## src/rtl/layered_objects_mux.sv

```systemverilog
// layered_objects_mux: priority mux of colour-keyed object layers with blinking,
// 1-cycle registered RGB expansion and per-frame collision reporting.
module layered_objects_mux #(
  parameter int          NUM_LAYERS      = 4,
  parameter logic [7:0]  TRANSPARENT_RGB = 8'hFF,
  parameter int          BLINK_FRAMES    = 16
) (
  input  logic                    clk,
  input  logic                    resetN,
  input  logic [NUM_LAYERS-1:0]   drawingRequest,
  input  logic [8*NUM_LAYERS-1:0] layerRGB,
  input  logic [NUM_LAYERS-1:0]   layerEnable,
  input  logic [NUM_LAYERS-1:0]   layerBlink,
  input  logic [7:0]              backGroundRGB,
  input  logic                    startOfFrame,
  output logic [7:0]              redOut,
  output logic [7:0]              greenOut,
  output logic [7:0]              blueOut,
  output logic [2:0]              winnerIndex,
  output logic                    pixelCollision,
  output logic [NUM_LAYERS-1:0]   collisionMask,
  output logic                    collisionValid
);
  logic [NUM_LAYERS-1:0] e, acc_d, acc_q, mask_q;
  logic [7:0] color_d, color_q, cnt_q;
  logic [2:0] win_d, win_q;
  logic multi, blink_q, coll_q, valid_q;
  always_comb begin
    e = '0;
    for (int i = 0; i < NUM_LAYERS; i++)
      e[i] = drawingRequest[i] & layerEnable[i] & (layerRGB[8*i+:8] != TRANSPARENT_RGB)
             & ~(layerBlink[i] & blink_q);
  end
  // Two or more bits set iff clearing the lowest set bit leaves something.
  assign multi = (e & (e - NUM_LAYERS'(1))) != '0;
  always_comb begin
    win_d   = 3'd7;
    color_d = backGroundRGB;
    for (int i = NUM_LAYERS - 1; i >= 0; i--)
      if (e[i]) begin
        win_d   = 3'(i);
        color_d = layerRGB[8*i+:8];
      end
  end
  assign acc_d = startOfFrame ? (multi ? e : '0) : (multi ? (acc_q | e) : acc_q);
  always_ff @(posedge clk or negedge resetN) begin
    if (!resetN) begin
      color_q <= '0;
      win_q   <= '0;
      coll_q  <= 1'b0;
      acc_q   <= '0;
      mask_q  <= '0;
      valid_q <= 1'b0;
      cnt_q   <= '0;
      blink_q <= 1'b0;
    end else begin
      color_q <= color_d;
      win_q   <= win_d;
      coll_q  <= multi;
      acc_q   <= acc_d;
      valid_q <= startOfFrame;
      if (startOfFrame) begin
        mask_q <= acc_q;
        if (cnt_q == 8'(BLINK_FRAMES - 1)) begin
          cnt_q   <= '0;
          blink_q <= ~blink_q;
        end else begin
          cnt_q <= cnt_q + 8'd1;
        end
      end
    end
  end
  assign redOut         = {color_q[7:5], {5{color_q[5]}}};
  assign greenOut       = {color_q[4:2], {5{color_q[2]}}};
  assign blueOut        = {color_q[1:0], {6{color_q[0]}}};
  assign winnerIndex    = win_q;
  assign pixelCollision = coll_q;
  assign collisionMask  = mask_q;
  assign collisionValid = valid_q;
endmodule

```

## config.mk

```make
export PLATFORM = sky130hd
export DESIGN_NAME = layered_objects_mux
export DESIGN_NICKNAME = d
export VERILOG_FILES = /design/src/rtl/layered_objects_mux.sv
export SDC_FILE = /design/constraint.sdc
export NUM_CORES = 1
export LEC_CHECK = 0
export ABC_CLOCK_PERIOD_IN_PS = 2090
export CAP_MARGIN = 15
export CORE_MARGIN = 2
export CORE_UTILIZATION = 40
export CTS_CLUSTER_SIZE = 16
export DETAILED_ROUTE_END_ITERATION = 10
export PLACE_DENSITY = 0.86
export SLEW_MARGIN = 20
export SYNTH_ARGS = -nofsm -noshare
export SYNTH_HDL_FRONTEND = slang
export SYNTH_SLANG_ARGS = --single-unit
```

## constraint.sdc

```tcl
create_clock -name clk -period 2.09 [get_ports clk]
set_clock_uncertainty 0.1 [all_clocks]
set_input_delay 0.418 -clock clk [delete_from_list [all_inputs] [get_ports clk]]
set_output_delay 0.418 -clock clk [all_outputs]
set_load 0.005 [all_outputs]
```

==> summary.txt <==
Outcome
  – Status: finished, final reports clean

Global route
  – Number of antenna violations at the first check in global routing: 0
  – Total routing resource utilization after global routing: 21.20%
  – Global-route wire length before repair: 8.211 mm
  – Pin count of the biggest net entering global routing: 31
  – Total congestion overflow: 0
  – Number of global-route vias before repair: 1,713

Synth
  – Seq/Total Area, Yosys: 43.67%
  – Synth Instances: 168
  – Largest family of logic cells by synthesized area: compound AO/OA/AOI/OAI gates
  – Number of synthesized flops with an enable pin: 0
  – Yosys warning count: 0
  – Net count of the mapped netlist: 224
  – Commonest cells post-synth: sky130_fd_sc_hd__dfrtp_1, sky130_fd_sc_hd__buf_4, sky130_fd_sc_hd__nor2_1
  – Cell type with the highest aggregate area in the netlist: sky130_fd_sc_hd__dfrtp_1
  – Synth top area cells: sky130_fd_sc_hd__dfrtp_1, sky130_fd_sc_hd__buf_4, sky130_fd_sc_hd__and4_2
  – Post-Syn Area: 1719 µm²
  – Number of flip-flops and latches in the synthesized netlist: 30
  – Simple logic cell fraction of the synthesized area: 16.96%
  – Async set-reset flop share out of synthesis: 100.0%
  – Arithmetic-cell share of the synthesized area counting full adders, half adders and majority gates: 0.7278%
  – Avg Cell Area, Syn: 10.23 µm²
  – Synthesized-area fraction occupied by ao, oa, aoi and oai cells: 20.67%
  – Post-synth top flop: sky130_fd_sc_hd__dfrtp_1
  – Synth cell types: 31
  – Share of Yosys cell area claimed by the top area cell type: 43.67%
  – Most common cell in the synthesized netlist: sky130_fd_sc_hd__dfrtp_1
  – Post-synthesis mux area share: 3.275%
  – Post-synthesis share of cell area spent on xor and xnor gates: 4.076%

Die
  – Area enclosed by the die boundary: 4839 µm²
  – Site row count: 23
  – Core footprint: 4058 µm²
  – Die W: 69.56 µm
  – I/O pin count: 88
  – Starting utilization of the core area: 42.37%
  – Overall die height: 69.56 µm

Power
  – Net Switching: 0.6558 mW
  – Total power divided by cell area: 796.7 nW/µm²
  – Combinational share of power: 38.5%
  – Fraction of power spent switching nets: 30.28%
  – Peak VDD IR: 0.0003035 V
  – Total internal power: 1.510 mW
  – Overall power: 2.166 mW
  – Part of the total power dissipated in sequential elements: 39.4%
  – Leak Pwr: 1.100 nW
  – Clk network pwr share: 22.1%

Timing
  – Final worst hold slack: 364.5 ps
  – Setup repair after global routing missed its margin: no
  – Pin slew with the least headroom to its limit: 515.0 ps
  – Setup tns final: 0 ps
  – Achievable Freq: 514.3 MHz
  – Max-slew violations: 0
  – Worst slew margin relative to its limit: 65.67%
  – Portion of the clock cycle consumed by the worst path in the final layout: 93.04%
  – Number of hold violations in the final report: 0
  – Clock period minus worst slack: 1944 ps
  – Final setup violation count: 0

Clock tree
  – Source-to-sink clock delay at the later pin of the worst-skew pair: 280 ps
  – Clk pin slew, worst setup/hold paths: 60 ps
  – Total clock sinks: 30
  – Num CTS Buffers: 5
  – Post-CTS Repair Setup Buffers: 0
  – Number of buffers inserted for hold repair after clock tree synthesis: 0
  – Post-CTS Resized: 0
  – Clock tree from TritonCTS: done
  – H-tree levels: 2
  – Root buffer selected by CTS: sky130_fd_sc_hd__clkbuf_8
  – Maximum count of clock buffers along a single path: 2

Cells and area
  – Area added between synthesis and finish: 58.15%
  – Net count reported at finish: 313
  – Proportion of layout cells with a drive suffix above 1: 16.67%
  – Post-layout instance count excluding filler cells: 308
  – Total inserted antenna cells: 0
  – Cell area after layout: 2719 µm²

Setup path
  – Number of cells on the worst reg-to-reg path: 4
  – Nature of the critical path endpoint: flip-flop
  – Crit path DAT: 2000 ps
  – Maximum fanout along the worst path: 14
  – Path type of the worst setup path: input port to flip-flop
  – Startpoint of the most critical register-to-register path: blink_q
  – R2R Path End: color_q[5]
  – Slack of the worst reg-to-reg path: 270 ps
  – Critical Path RT: 2140 ps
  – Worst setup SP type: input port

Route
  – Post-route ant nets: 0
  – Overall routed net length: 4.962 mm
  – Post-detailed-route wirelength per cell: 16.11 µm
  – Iteration-0 DRC Markers: 148
  – Number of optimization iterations in the first detailed-route pass: 4
  – Detailed-route vias per instance: 5.526
  – Via Count: 1,702
  – Drt drc: 0

Min path
  – Kind of path behind the tightest hold check: flip-flop to flip-flop
  – Count of cells along the worst hold path: 1
  – Hold Crit Start: cnt_q[7]
  – Endpoint of the worst hold-timing path: cnt_q[7]

Placement
  – Post-Place Cells: 300
  – Detail Placement HPWL: 3.988 mm
  – Buffers on Ports: 87
  – Placed cell areas: 2628 µm²
  – Final weighted congestion in routability-driven placement: 0.8594

Flow run
  – Count of max-cap constraint violations: 0
## how the worst max path moves through the flow
stage | startpoint | endpoint | cells past startpoint
3_3_place_gp | layerRGB[22] | color_q[7] | 5
5_1_grt | layerRGB[21] | color_q[5] | 5
3_5_place_dp | layerRGB[20] | color_q[4] | 5
6_report | layerRGB[21] | color_q[5] | 5
2_1_floorplan | layerRGB[27] | color_q[0] | 5
4_1_cts | layerRGB[20] | color_q[4] | 5
## flip-flops by register name, indices dropped and copies added, names as in the netlist
signal / flops
acc_q: 4
blink_q: 1
cnt_q: 8
collisionMask: 4
collisionValid: 1
color_q: 8
pixelCollision: 1
winnerIndex: 3
## cell type report
type | instances | area [µm²]
Inverter | 4 | 15.01
Tap cell | 50 | 62.56
Fill cell | 319 | 1339
Timing Repair Buffer | 106 | 1013
Clock inverter | 1 | 5.005
Clock buffer | 7 | 86.33
Multi-Input combinational cell | 110 | 785.8
Sequential cell | 30 | 750.7
## critical path, cell delays in order
cell	delay, ps
sky130_fd_sc_hd__clkdlybuf4s50_1	520
sky130_fd_sc_hd__nand4_1	110
sky130_fd_sc_hd__o2111a_1	450
sky130_fd_sc_hd__a221oi_1	370
sky130_fd_sc_hd__o22ai_1	130
## cell families after synthesis
family / count (synthesis)
flops: 30
compound gates: 46
buf+inv: 28
xor+xnor: 8
mux: 5
fa+ha+maj: 1
simple gates: 50
## layout by cell type, fill, tap and decap left out, types with 2 or more instances in the layout
| cell | instances |
|---|---|
| sky130_fd_sc_hd__and4_2 | 8 |
| sky130_fd_sc_hd__nand4_1 | 11 |
| sky130_fd_sc_hd__nand2_1 | 7 |
| sky130_fd_sc_hd__inv_1 | 4 |
| sky130_fd_sc_hd__xnor2_1 | 3 |
| sky130_fd_sc_hd__buf_4 | 19 |
| sky130_fd_sc_hd__dfrtp_1 | 30 |
| sky130_fd_sc_hd__clkbuf_8 | 6 |
| sky130_fd_sc_hd__o221ai_1 | 8 |
| sky130_fd_sc_hd__mux2_2 | 5 |
| sky130_fd_sc_hd__clkdlybuf4s50_1 | 87 |
| sky130_fd_sc_hd__o2111a_1 | 4 |
| sky130_fd_sc_hd__nor3_1 | 3 |
| sky130_fd_sc_hd__xor2_1 | 5 |
| sky130_fd_sc_hd__o2111ai_2 | 2 |
| sky130_fd_sc_hd__o22ai_1 | 10 |
| sky130_fd_sc_hd__a21oi_1 | 9 |
| sky130_fd_sc_hd__o21ai_0 | 2 |
| sky130_fd_sc_hd__o31ai_1 | 2 |
| sky130_fd_sc_hd__a221oi_1 | 8 |
| sky130_fd_sc_hd__nor2_1 | 14 |
| sky130_fd_sc_hd__nand3_1 | 2 |
## routing by layer
metal	share of wire, %	track usage (%)	wire length [µm]	vias up
met4	1.0	7.625	52	0
met3	6.7	4.797	333	6
met5	0	0	0	-
met2	50	35.79	2485	62
li1	-	-	-	820
met1	42	26.49	2091	814
## stage by stage
step	setup slack [ps]	util, %
floorplan	580.1	-
finish	145.5	67.01
detailed placement	-83.36	64.75
global route	36.65	67.01
CTS	204.0	67.01
global placement	-72.35	64.75
## power by group through the flow
stage	clock network (mW)	registers (mW)	logic (mW)
6_report	0.478	0.853	0.835
4_1_cts	0.485	0.853	0.838
3_3_place_gp	0	0.856	0.813
3_5_place_dp	0	0.863	0.834
5_1_grt	0.513	0.878	0.905
2_1_floorplan	0	0.842	0.433
Power figures use the tool's default switching activity.
